===== src/rtl/pipe_stall_ctrl.sv =====
`default_nettype none
// ============================================================================
// pipe_stall_ctrl : merges stall requests into a per-stage stall vector, with
//                   flush window, consecutive-stall watchdog and perf counter.
// Revision: 1.0
// ============================================================================
module pipe_stall_ctrl #(
  parameter int                    STAGES       = 6,
  parameter int                    NREQ         = 2,
  parameter int                    IDX_W        = 3,
  parameter logic [NREQ*IDX_W-1:0] REQ_STAGE    = {3'd3, 3'd2},
  parameter int                    FLUSH_CYCLES = 2,
  parameter int                    TIMEOUT      = 1024,
  parameter int                    CNT_W        = 32
) (
  input  logic              clk,
  input  logic              rst,
  input  logic [NREQ-1:0]   stall_req_i,
  input  logic              flush_req_i,
  input  logic              clr_cnt_i,
  output logic [STAGES-1:0] stall_o,
  output logic              flush_o,
  output logic              flush_busy_o,
  output logic [CNT_W-1:0]  stall_cycles_o,
  output logic              stall_timeout_o
);

  localparam int                 FCNT_W    = (FLUSH_CYCLES > 1) ? $clog2(FLUSH_CYCLES) : 1;
  localparam int                 WCNT_W    = $clog2(TIMEOUT + 1);
  localparam logic [FCNT_W-1:0]  FCNT_LOAD = FCNT_W'(FLUSH_CYCLES - 1);
  localparam logic [WCNT_W-1:0]  WCNT_MAX  = WCNT_W'(TIMEOUT);
  localparam logic [WCNT_W-1:0]  WCNT_TRIP = WCNT_W'(TIMEOUT - 1);

  logic [IDX_W-1:0]  field [NREQ];
  logic              req_any;
  logic [IDX_W-1:0]  req_k;
  logic [STAGES-1:0] stall_raw;
  logic              stall_active;

  logic [FCNT_W-1:0] fcnt_q, fcnt_d;
  logic [WCNT_W-1:0] wcnt_q, wcnt_d;
  logic [CNT_W-1:0]  cnt_q, cnt_d;
  logic              timeout_q, timeout_d;

  // Out-of-range stage indices are clamped to the last stage at elaboration.
  for (genvar gi = 0; gi < NREQ; gi++) begin : g_field
    localparam logic [IDX_W-1:0] RAW = REQ_STAGE[gi*IDX_W +: IDX_W];
    assign field[gi] = (int'(RAW) >= STAGES) ? IDX_W'(STAGES - 1) : RAW;
  end

  always_comb begin
    req_any = 1'b0;
    req_k   = '0;
    for (int i = 0; i < NREQ; i++) begin
      if (stall_req_i[i]) begin
        req_any = 1'b1;
        if (field[i] > req_k) req_k = field[i];
      end
    end
    for (int j = 0; j < STAGES; j++) begin
      stall_raw[j] = req_any && (j <= int'(req_k));
    end
  end

  assign flush_busy_o    = (fcnt_q != '0);
  assign flush_o         = ~rst & (flush_req_i | flush_busy_o);
  assign stall_o         = (rst | flush_o) ? '0 : stall_raw;
  assign stall_active    = |stall_o;
  assign stall_cycles_o  = cnt_q;
  assign stall_timeout_o = timeout_q;

  always_comb begin
    fcnt_d    = fcnt_q;
    wcnt_d    = '0;
    cnt_d     = cnt_q;
    timeout_d = timeout_q;

    if (flush_req_i)          fcnt_d = FCNT_LOAD;
    else if (fcnt_q != '0)    fcnt_d = fcnt_q - FCNT_W'(1);

    if (stall_active) begin
      wcnt_d = (wcnt_q == WCNT_MAX) ? wcnt_q : wcnt_q + WCNT_W'(1);
      if (wcnt_q >= WCNT_TRIP) timeout_d = 1'b1;
      if (cnt_q != '1)         cnt_d     = cnt_q + CNT_W'(1);
    end

    // Clear takes priority over a same-edge increment or watchdog trip.
    if (clr_cnt_i) begin
      cnt_d     = '0;
      timeout_d = 1'b0;
    end
  end

  always_ff @(posedge clk) begin
    if (rst) begin
      fcnt_q    <= '0;
      wcnt_q    <= '0;
      cnt_q     <= '0;
      timeout_q <= 1'b0;
    end else begin
      fcnt_q    <= fcnt_d;
      wcnt_q    <= wcnt_d;
      cnt_q     <= cnt_d;
      timeout_q <= timeout_d;
    end
  end

endmodule
`default_nettype wire


===== config.mk =====
export PLATFORM = sky130hd
export DESIGN_NAME = pipe_stall_ctrl
export DESIGN_NICKNAME = d
export VERILOG_FILES = /design/src/rtl/pipe_stall_ctrl.sv
export SDC_FILE = /design/constraint.sdc
export NUM_CORES = 1
export LEC_CHECK = 0
export ABC_AREA = 1
export BUFFER_PORTS_ARGS = -buffer_cell sky130_fd_sc_hd__buf_2
export CORE_MARGIN = 3
export CORE_UTILIZATION = 60
export DETAILED_ROUTE_END_ITERATION = 10
export HOLD_SLACK_MARGIN = 0.1
export PLACE_DENSITY_LB_ADDON = 0.15
export SLEW_MARGIN = 30
export SYNTH_ARGS = -nofsm -noshare
export SYNTH_HDL_FRONTEND = slang
export SYNTH_SLANG_ARGS = --single-unit

===== constraint.sdc =====
create_clock -name clk -period 3.6 [get_ports clk]
set_input_delay 0.18 -clock clk [delete_from_list [all_inputs] [get_ports clk]]
set_output_delay 0.18 -clock clk [all_outputs]
set_load 0.05 [all_outputs]

# ---- Yosys cells after proc, flatten, opt, wreduce, memory -nomap -nowiden
# Cells that the tools add are included.
dict set report word_totals {
  reg_bits 45
  inputBits 6
  out_inout_bits 41
}
dict set report classes {
  addsub 3
  n_lt_le_gt_ge 7
  eq_ne 2
  muxes 8
  n_bitwise 5
  reduce_logical 10
}
# cell n
set op_table {}
lappend op_table {{$add 32x1->32 const B} 1}
lappend op_table {{$ne 32x32->1 const B} 1}
lappend op_table {{$add 11x1->11 const B} 1}
lappend op_table {{$eq 11x11->1 const B} 1}
lappend op_table {{$ge 11x10->1 const B} 1}
lappend op_table {{$le 2x3->1 const A} 2}
lappend op_table {{$le 3x3->1 const A} 2}
lappend op_table {{$mux 2} 3}
lappend op_table {{$mux 6} 1}
lappend op_table {{$reduce_or 6->1} 1}
lappend op_table {{$logic_and 1x1->1} 5}
lappend op_table {{$mux 1} 4}
lappend op_table {{$reduce_and 2->1} 2}
lappend op_table {{$reduce_or 2->1} 2}
lappend op_table {{$gt 2x3->1 const A} 1}
lappend op_table {{$le 1x3->1 const A} 1}
lappend op_table {{$not 1->1} 2}
lappend op_table {{$or 1x1->1} 2}
lappend op_table {{$and 1x1->1} 1}
lappend op_table {{$sub 1x1->1 const B} 1}

# ---- Longest topological paths before layout
# Gate-level depths: netlist of the first run.
dict set report logic_depth {
  ltp_word 10
  ltp_mapped 10
  ltp_nobuf 10
}

# ---- Worst setup path before layout of the first run
# No wires, ideal clock.
dict set report synth_timing {
  kind {register to output}
  from {register fcnt_q, in the netlist flush_busy_o}
  to {output port stall_o[3]}
  arrival_time_ns 2.077
  required_ns 3.420
  setup_slack_ns 1.343
  stages_incl_launch_ff 2
  path_buffers 0
  path_cell_list {dfxtp_1 nor4_1}
}
dict set report synth_via {
  elab_chain_len 4
}
# element line_no
set synth_rtl {}
lappend synth_rtl {{start: declaration} 40} ;# logic [FCNT_W-1:0] fcnt_q, fcnt_d;
lappend synth_rtl {{start signal: assignment} 101} ;# fcnt_q <= fcnt_d;
lappend synth_rtl {{$or 1x1->1} 66} ;# assign flush_o = ~rst & (flush_req_i | flush_busy_o);
lappend synth_rtl {{$and 1x1->1} 66}
lappend synth_rtl {{$or 1x1->1} 67} ;# assign stall_o = (rst | flush_o) ? '0 : stall_raw;
lappend synth_rtl {{$mux 6} 67}
lappend synth_rtl {{end: declaration} 21} ;# output logic [STAGES-1:0] stall_o,
# Every way passes these cells.

# ---- Worst setup path in the final report of the first run
dict set report layout_timing {
  from {input port rst}
  to {output port stall_o[2]}
}
dict set report layout_via {
  elab_chain_len 4
}
# element line_no
set layout_rtl {}
lappend layout_rtl {{start: declaration} 17} ;# input logic rst,
lappend layout_rtl {{$not 1->1} 66}
lappend layout_rtl {{$and 1x1->1} 66}
lappend layout_rtl {{$or 1x1->1 (*)} 67}
lappend layout_rtl {{$mux 6 (*)} 67}
# Mark *: on every way between the ends. The rest lies on a longest branch, timed or not.

==> summary.txt, run 1 <==
Clocking
  • Clock-pin slew on the worst setup and hold paths: 0.09 ns
  • Post-CTS Setup Inserts: 0
  • Max H-tree Level: 2
  • Number of CTS-inserted buffers: 5
  • Root Driver: clkbuf_8
  • Clk sinks: 45
  • Clock Path Buffers: 2
  • Worst-Skew Late Latency: 0.31 ns
  • CTS tree: yes

Synth
  • Yosys top cell area share: 0.335
  • YS warnings: 0
  • FF+latch count, synth: 45
  • Synth Flop Type: dfxtp_1
  • Largest cells by area after synthesis: dfxtp_1, nand2_1, nor2_1
  • FFs w/ async S/R, synth: 0
  • Most common library cells after synthesis: nand2_1, nor2_1, dfxtp_1
  • Most common cell in the netlist: nand2_1
  • Synth unique cells: 27
  • Sequential element share of the synthesized area: 0.335
  • Mapped Avg Cell Area: 6.62 um2
  • Post-synth EDFFs: 0
  • Yosys top cell by area: dfxtp_1
  • Synth Instances: 407
  • Synthesized area: 0.00269 mm2

Layout
  • Multi-input logic area: 0.00153 mm2
  • Util after Layout: 0.730
  • Total of fill cells in the finished design: 371
  • Area Growth Syn to Fin: 13.2%
  • Layout cell share with drive strength beyond 1: 0.196
  • Ant. Diodes: 0
  • Reg area: 901 um2
  • Nets: 458

Place
  • RD Place Congestion: 0.875
  • Post-DP HPWL: 4440 um
  • I/O Buffers: 44

Route
  • Antenna viol nets, final: 0
  • First-pass DRT Iterations: 5
  • Remaining DRCs: 0
  • First DRT Iteration DRCs: 152
  • DR vias/cell: 5.43
  • Vias: 2714
  • Post-Route WL: 6390 um
  • Wire per inst: 12.8 um

Setup path
  • Crit path DAT: 2.09 ns
  • Worst path buffer plus inverter count: 5
  • CP startpoint kind: primary input
  • Crit Path Category: primary input to output port
  • R2R Path Start: stall_cycles_o[1]$_SDFFE_PP0P_
  • Crit. End Element: output port
  • CP delay by family, top: buffers and inverters
  • Slowest cell on crit path: dlygate4sd3_1
  • Crit path cell chain: dlygate4sd3_1, buf_2, inv_1, nand3_2, inv_1, buf_2
  • Worst stage delay on the critical path: 0.54 ns
  • CP startpoint: rst
  • Worst Path Required: 3.42 ns
  • R2R Setup Slk: 1.46 ns
  • Crit Path Max Fanout: 16

Outcome
  • Status: completed

Global route
  • Met1 Resource Use GR: 0.339
  • Vias in the first global route: 2456
  • Busiest grt layer: met2
  • M3 GR Usage: 0.0510
  • First-pass GRT wire length: 10800 um
  • GR Layer Usage met2: 0.401
  • Grt ovf: 0
  • Pin count of the biggest net entering global routing: 55
  • GRT Total Usage: 0.254
  • Initial antenna violation count: 0

Timing
  • Final hold violations: 0
  • Setup TNS: 0 ns
  • Fin Clk Skew: 0.00973 ns
  • Achievable frequency: 440 MHz
  • Worst-Margin Slew: 0.689 ns
  • Post-layout min period: 2.27 ns
  • Slew headroom: 0.541
  • Final setup vio count: 0
  • RSZ-0062 raised after global routing: false
  • Final period util: 0.631
  • Pins Over Slew Limit: 0

Pwr
  • LEAKAGE: 1.21 nW
  • PD cells: 337 mW/mm2
  • Max VDD drop: 0.000259 V
  • Power Total: 0.00103 W

Floorplanning
  • Die ar.: 0.00533 mm2
  • Die X: 73.0 um
  • Initial Utilization: 0.645
  • Row count: 23
  • Height of the chip: 73.0 um
  • Core box area: 0.00417 mm2
  • # IOs: 47

Run
  • Maxcap violations: 0

Min path
  • HP Start: clr_cnt_i
  • HP Class: primary input to flip-flop
## power by group
| group | switching, W | internal [W] | leakage [nW] | total [W] |
|---|---|---|---|---|
| clock | 0.000192 | 0.000280 | 0.0687 | 0.000471 |
| sequential | 0.00000128 | 0.000499 | 0.363 | 0.000500 |
| combinational | 0.0000411 | 0.0000140 | 0.782 | 0.0000551 |
| total | 0.000234 | 0.000793 | 1.21 | 0.00103 |
## registers in the layout (all words and copies together), names as in the netlist
register,flops
wcnt_q,11
flush_busy_o,1
stall_timeout_o,1
stall_cycles_o,32
## cell type report
cell class | count | area share
timing repair buffer | 47 | 0.0813
multi-input combinational | 306 | 0.503
clock inverter | 3 | 0.0226
clock buffer | 5 | 0.0226
inverter | 44 | 0.0542
tap | 50 | 0.0205
sequential | 45 | 0.296
## final timing paths
check	end	cells past startpoint
worst min-delay path	stall_cycles_o[9]$_SDFFE_PP0P_	5
worst min register to register	stall_timeout_o$_SDFFE_PP0P_	2
worst max-delay path	stall_o[2]	6
worst max register to register	stall_cycles_o[26]$_SDFFE_PP0P_	8
## stage by stage
| stage | cells | hold WS (ns) | setup slack, ns | instance area [um2] |
|---|---|---|---|---|
| finish | 500 | 0.376 | 1.33 | 3050 |
| global route | 500 | 0.397 | 1.18 | 3050 |
| CTS | 500 | 0.370 | 1.35 | 3050 |
| detailed placement | 490 | 0.415 | 1.49 | 2890 |
| global placement | 490 | 0.407 | 1.56 | 2890 |
| floorplan | 408 | 0.251 | 1.34 | 2700 |
## metal layers
layer  vias up  part of all wire
met3        12             0.053
met5         -                 0
met1      1236              0.45
li1       1385                 -
met2        81              0.48
met4         0             0.015
## placed cells by master (no fill, tap or decap), drive strengths merged
cell,n
o31ai,1
xor2,2
nand2,98
a21oi,40
nor3,4
bufinv,2
xnor2,1
ha,3
o21ai,6
buf,45
dlygate4sd3,2
and2,1
nand3,42
inv,45
nand4,14
clkbuf,5
nand3b,1
dfxtp,45
conb,2
nor4,1
nor2,90
## kinds of logic after synthesis
group	after synthesis	share of synthesized area
buffers and inverters	57	0.0985
AO/OA/AOI/OAI	47	0.0883
adder cells (fa/ha/maj)	3	0.0139
AND/OR/NAND/NOR	251	0.454
flip-flops	45	0.335
other	1	0.00139
XOR/XNOR	3	0.00976
## what timing repair did
item | 4_1_cts | 5_1_grt
gates resized for setup | 0 | 0
hold buffers | 2 | 0
endpoints found under the hold margin | 1 | 0
## worst reg2reg max path, cell delays in order (launching register included)
cell,delay (ns)
dfxtp_1,0.40
ha_1,0.22
nand2_2,0.08
nor2_4,0.15
nand2_4,0.08
nor2_4,0.14
nand3_4,0.53
a21oi_1,0.37
nor2_1,0.08
No activity file was read; power rests on OpenSTA's default activity.
==> run 2: changes to the inputs <==
--- a/config.mk
+++ b/config.mk
@@ -8,7 +8,7 @@
 export ABC_AREA = 1
 export BUFFER_PORTS_ARGS = -buffer_cell sky130_fd_sc_hd__buf_2
 export CORE_MARGIN = 3
-export CORE_UTILIZATION = 60
+export CORE_UTILIZATION = 56
 export DETAILED_ROUTE_END_ITERATION = 10
 export HOLD_SLACK_MARGIN = 0.1
 export PLACE_DENSITY_LB_ADDON = 0.15
==> constraint.sdc (replaced) <==
create_clock -name clk -period 2.29 [get_ports clk]
set_input_delay 0.1145 -clock clk [delete_from_list [all_inputs] [get_ports clk]]
set_output_delay 0.1145 -clock clk [all_outputs]
set_load 0.05 [all_outputs]
==> summary.txt, run 2 (synthesis results as in run 1) <==
Pwr
  • PD cells: 488 mW/mm2 (+45%)
  • Max VDD drop: 0.000353 V (+36%)
  • LEAKAGE: 1.22 nW (+0.58%)

Setup path
  • Crit. End Element: output port
  • Crit Path Category: primary input to output port
  • Crit Path Max Fanout: 14 (-2)
  • R2R Path Start: stall_cycles_o[0]$_SDFFE_PP0P_
  • Crit path DAT: 1.95 ns (-0.14 ns)
  • CP startpoint: flush_req_i
  • Worst Path Required: 2.18 ns (-1.24 ns)
  • CP startpoint kind: primary input

Floorplanning
  • Row count: 24 (+4.3%)
  • Die ar.: 0.00568 mm2 (+6.5%)
  • Height of the chip: 75.3 um (+3.2%)
  • # IOs: 47 (unchanged)
  • Die X: 75.3 um (+3.2%)
  • Core box area: 0.00450 mm2 (+7.9%)
  • Initial Utilization: 0.598 (-0.0475)

Min path
  • HP Class: primary input to flip-flop
  • HP Start: clr_cnt_i

Route
  • Wire per inst: 12.2 um (-4.6%)
  • Vias: 2698 (-0.59%)
  • Remaining DRCs: 0 (unchanged)
  • DR vias/cell: 5.34 (-1.6%)
  • Antenna viol nets, final: 0 (unchanged)
  • First DRT Iteration DRCs: 129 (-15%)
  • Post-Route WL: 6160 um (-3.7%)
  • First-pass DRT Iterations: 4 (-1)

Place
  • Post-DP HPWL: 4420 um (-0.54%)
  • Cell Area, Placed: 0.00293 mm2 (+1.3%)
  • I/O Buffers: 44 (unchanged)
  • RD Place Congestion: 0.860 (-1.6%)

Layout
  • Most frequent cells in the layout: nand2_1, nor2_1, dfxtp_1, inv_1, buf_2
  • Total of fill cells in the finished design: 421 (+13%)
  • Layout cell share with drive strength beyond 1: 0.201 (+0.00533)
  • Area Growth Syn to Fin: 13.7%
  • Ant. Diodes: 0 (unchanged)
  • Commonest non-fill, non-tap cell in the layout: nand2_1
  • Final instance area: 0.00306 mm2 (+0.49%)
  • Nets: 461 (+0.66%)
  • Largest register FFs: 32 (unchanged)

Clocking
  • Clock Path Buffers: 2 (unchanged)
  • Clock-pin slew on the worst setup and hold paths: 0.09 ns (about the same)
  • Worst-Skew Late Latency: 0.31 ns (about the same)
  • Number of CTS-inserted buffers: 5 (unchanged)
  • Hold buffer count at CTS: 2 (unchanged)
  • Max H-tree Level: 2 (unchanged)
  • Clk sinks: 45 (unchanged)
  • Root Driver: clkbuf_8
  • Post-CTS Setup Inserts: 0 (unchanged)
  • CTS-repair resized insts: 0 (unchanged)
  • CTS tree: yes

Timing
  • Achievable frequency: 484 MHz
  • Final hold violations: 0 (unchanged)
  • Final setup vio count: 0 (unchanged)
  • Pins Over Slew Limit: 0 (unchanged)
  • Final period util: 0.902
  • Post-layout min period: 2.06 ns
  • RSZ-0062 raised after global routing: false
  • Setup TNS: 0 ns (unchanged)
  • Fin Clk Skew: 0.00433 ns (-0.00540 ns)

Run
  • Maxcap violations: 0 (unchanged)

Global route
  • Pin count of the biggest net entering global routing: 39 (-29%)
  • Initial antenna violation count: 0 (unchanged)
  • Grt ovf: 0 (unchanged)
  • Vias in the first global route: 2466 (+0.41%)
  • GRT Total Usage: 0.238 (-0.0157)
  • First-pass GRT wire length: 10600 um (-2.2%)

Outcome
  • Status: completed
==> run 2: cell types whose count changed in the layout (fill, tap and decap cells not counted) <==
cell,change
buf_12,+1
clkinvlp_4,+1
inv_6,-1
bufinv_16,-1
buf_4,+2
clkinv_4,+1
==> run 2: path summary, 6_finish.rpt <==
check | depth (start not counted) | slack (ns) | end
worst max-delay path | 7 | 0.23 | stall_o[0]
worst min-delay path | 5 | 0.31 | stall_cycles_o[24]$_SDFFE_PP0P_
worst max register to register | 9 | 0.38 | stall_cycles_o[19]$_SDFFE_PP0P_
worst min register to register | 2 | 0.45 | stall_timeout_o$_SDFFE_PP0P_
==> run 2: cell type report <==
class / count / area (um2) / share of cell area
clock buffers: 5 / 68.8 / 0.0225
clock inverters: 3 / 46.3 / 0.0151
inverters: 44 / 165 / 0.0539
multi-input cells: 306 / 1530 / 0.501
flip-flops and latches: 45 / 901 / 0.294
well taps: 52 / 65.1 / 0.0213
repair buffers: 50 / 283 / 0.0924
==> run 2: per-layer routing <==
layer,global-route usage,vias up,routed length (um)
li1,-,1382,-
met1,0.307,1228,2840
met2,0.384,74,2840
met3,0.0462,14,335
met4,0.107,0,147
met5,0,-,0
==> run 2: power breakdown <==
| group | switching, W | total, W | internal (W) |
|---|---|---|---|
| sequential | 0.00000226 | 0.000787 | 0.000784 |
| combinational | 0.0000645 | 0.0000875 | 0.0000230 |
| clock | 0.000294 | 0.000621 | 0.000327 |
==> run 2: stage by stage <==
stage	instances	hold slack [ns]	setup slack (ns)	util	power [W]
detailed placement	495	0.355	0.388	0.650	0.000890
CTS	505	0.308	0.232	0.680	0.00151
finish	505	0.313	0.225	0.680	0.00150
global placement	495	0.346	0.476	0.650	0.000888
global route	505	0.351	0.0952	0.680	0.00155
floorplan	408	0.186	0.0983	-	0.000874
==> run 2: critical path, stage by stage <==
cell	delay, ns
dlygate4sd3_1	0.54
buf_2	0.14
nor2_1	0.15
nand3_2	0.31
inv_1	0.19
buf_4	0.21
buf_2	0.29
==> run 3: changes to the inputs <==
--- a/config.mk
+++ b/config.mk
@@ -8,7 +8,7 @@
 export ABC_AREA = 1
 export BUFFER_PORTS_ARGS = -buffer_cell sky130_fd_sc_hd__buf_2
 export CORE_MARGIN = 3
-export CORE_UTILIZATION = 56
+export CORE_UTILIZATION = 40
 export DETAILED_ROUTE_END_ITERATION = 10
 export HOLD_SLACK_MARGIN = 0.1
 export PLACE_DENSITY_LB_ADDON = 0.15
==> summary.txt, run 3 (synthesis results as in run 1) <==
Outcome
  • Status: completed

Setup path
  • Worst stage delay on the critical path: 0.54 ns (about the same)
  • CP startpoint kind: primary input
  • Crit path DAT: 1.86 ns (-0.09 ns)
  • Crit path cell chain: dlygate4sd3_1, buf_2, inv_1, nand3_2, inv_1, buf_4, buf_2
  • Slowest cell on crit path: dlygate4sd3_1
  • Crit Path Category: primary input to output port
  • Worst Path Required: 2.18 ns (about the same)
  • Worst path buffer plus inverter count: 6 (+1)
  • CP delay by family, top: buffers and inverters
  • Crit. End Element: output port
  • Crit Path Max Fanout: 14 (unchanged)

Route
  • Antenna viol nets, final: 0 (unchanged)
  • First DRT Iteration DRCs: 156 (+21%)
  • DR vias/cell: 4.98 (-6.8%)
  • Post-Route WL: 6440 um (+4.5%)
  • First-pass DRT Iterations: 4 (unchanged)
  • Vias: 2634 (-2.4%)
  • Wire per inst: 12.2 um (-0.20%)
  • Remaining DRCs: 0 (unchanged)

Place
  • Post-DP HPWL: 4730 um (+7.1%)
  • Dpl cells: 519 (+4.8%)
  • RD Place Congestion: 0.804 (-6.5%)
  • I/O Buffers: 44 (unchanged)

Pwr
  • Max VDD drop: 0.000295 V (-16%)
  • Internal power: 0.00113 W (about the same)
  • Net Sw Frac: 0.241 (-0.000840)
  • Clock power frac: 0.415 (about the same)
  • Sw Pwr: 0.000359 W (-0.43%)
  • LEAKAGE: 1.21 nW (-0.45%)
  • Comb pwr share: 0.059 (about the same)
  • Flop pwr share: 0.527 (about the same)
  • PD cells: 484 mW/mm2 (-0.85%)

Clocking
  • Clk sinks: 45 (unchanged)
  • Hold buffer count at CTS: 2 (unchanged)
  • Max H-tree Level: 2 (unchanged)
  • Clock Path Buffers: 2 (unchanged)
  • Clock-pin slew on the worst setup and hold paths: 0.09 ns (about the same)
  • Number of CTS-inserted buffers: 5 (unchanged)
  • Root Driver: clkbuf_8
  • CTS tree: yes
  • CTS-repair resized insts: 0 (unchanged)
  • Worst-Skew Late Latency: 0.30 ns (about the same)
  • Post-CTS Setup Inserts: 0 (unchanged)

Global route
  • GRT Total Usage: 0.176 (-0.0621)
  • Pin count of the biggest net entering global routing: 43 (+10%)
  • First-pass GRT wire length: 10900 um (+3.1%)
  • Initial antenna violation count: 0 (unchanged)
  • Grt ovf: 0 (unchanged)
  • Vias in the first global route: 2364 (-4.1%)

Timing
  • Final hold violations: 0 (unchanged)
  • Fin Clk Skew: 0.00651 ns (+0.00219 ns)
  • RSZ-0062 raised after global routing: false
  • Setup TNS: 0 ns (unchanged)
  • Hold Slack: 0.184 ns (-0.129 ns)
  • Final period util: 0.861 (-0.0403)
  • Pins Over Slew Limit: 0 (unchanged)
  • Worst-Margin Slew: 0.650 ns
  • Post-layout min period: 1.97 ns (-0.0922 ns)
  • Achievable frequency: 507 MHz (+4.7%)
  • Slew headroom: 0.566
  • Final setup vio count: 0 (unchanged)

Floorplanning
  • Die X: 88.0 um (+17%)
  • Core box area: 0.00642 mm2 (+43%)
  • Row count: 29 (+21%)
  • Initial Utilization: 0.419 (-0.179)
  • Die ar.: 0.00775 mm2 (+37%)
  • # IOs: 47 (unchanged)
  • Height of the chip: 88.0 um (+17%)

Layout
  • Total of fill cells in the finished design: 688 (+63%)
  • Multi-input logic area: 0.00153 mm2 (unchanged)
  • Most frequent cells in the layout: nand2_1, nor2_1, dfxtp_1, inv_1, buf_2
  • Reg area: 901 um2 (unchanged)
  • Final cell count without fillers: 529 (+4.8%)
  • Commonest non-fill, non-tap cell in the layout: nand2_1
  • Area Growth Syn to Fin: 14.6%
  • Layout cell share with drive strength beyond 1: 0.199 (-0.00177)
  • Ant. Diodes: 0 (unchanged)
  • Largest register FFs: 32 (unchanged)
  • Nets: 460 (-0.22%)

Min path
  • HP Class: primary input to flip-flop

Run
  • Maxcap violations: 0 (unchanged)
-- run 3: cell types whose count changed in the layout (fill, tap and decap cells not counted) --
| cell | previous run | this run |
|---|---|---|
| buf_4 | 3 | 2 |
-- run 3: layer usage --
metal	wire length, um	GRT usage	up-vias
met5	0	0	-
met4	31	0.0371	0
met3	253	0.0310	2
met2	2870	0.282	44
met1	3280	0.247	1193
li1	-	-	1395
-- run 3: through the flow --
stage | utilization | total power (W) | setup slack, ns | cell area (um2)
after floorplan | - | 0.000874 | 0.0983 | 2700
after global placement | 0.459 | 0.000890 | 0.432 | 2950
after detailed placement | 0.459 | 0.000891 | 0.404 | 2950
after CTS | 0.480 | 0.00152 | 0.322 | 3090
after global routing | 0.480 | 0.00156 | 0.167 | 3090
final | 0.480 | 0.00149 | 0.317 | 3090
-- run 3: area by class of cell --
type,count,share of cell area
sequential,45,0.292
tap,77,0.0312
timing repair buffer,49,0.0892
clock buffer,5,0.0223
clock inverter,3,0.0150
multi-input combinational,306,0.497
inverter,44,0.0535
-- run 3: power by group through the flow --
stage | clock [W] | combinational, W | sequential [W]
5_1_grt | 0.000671 | 0.0000977 | 0.000787
2_1_floorplan | 0 | 0.0000639 | 0.000810
6_report | 0.000619 | 0.0000881 | 0.000787
3_5_place_dp | 0 | 0.0000858 | 0.000805
4_1_cts | 0.000641 | 0.0000885 | 0.000787
3_3_place_gp | 0 | 0.0000854 | 0.000805
-- run 3: worst min-delay path, cell delays in order --
cell and delay, ns:
buf_2 0.08, nor2_2 0.11, nand2_1 0.10, nor2_1 0.03
-- run 3: final timing paths --
kind	startpoint	to	slack (ns)	depth (start not counted)
setup / recovery	rst	stall_o[0]	0.32	7
hold / removal	clr_cnt_i	stall_cycles_o[3]$_SDFFE_PP0P_	0.18	4
setup reg to reg	stall_cycles_o[0]$_SDFFE_PP0P_	stall_cycles_o[6]$_SDFFE_PP0P_	0.38	11
hold reg to reg	stall_timeout_o$_SDFFE_PP0P_	stall_timeout_o$_SDFFE_PP0P_	0.45	2
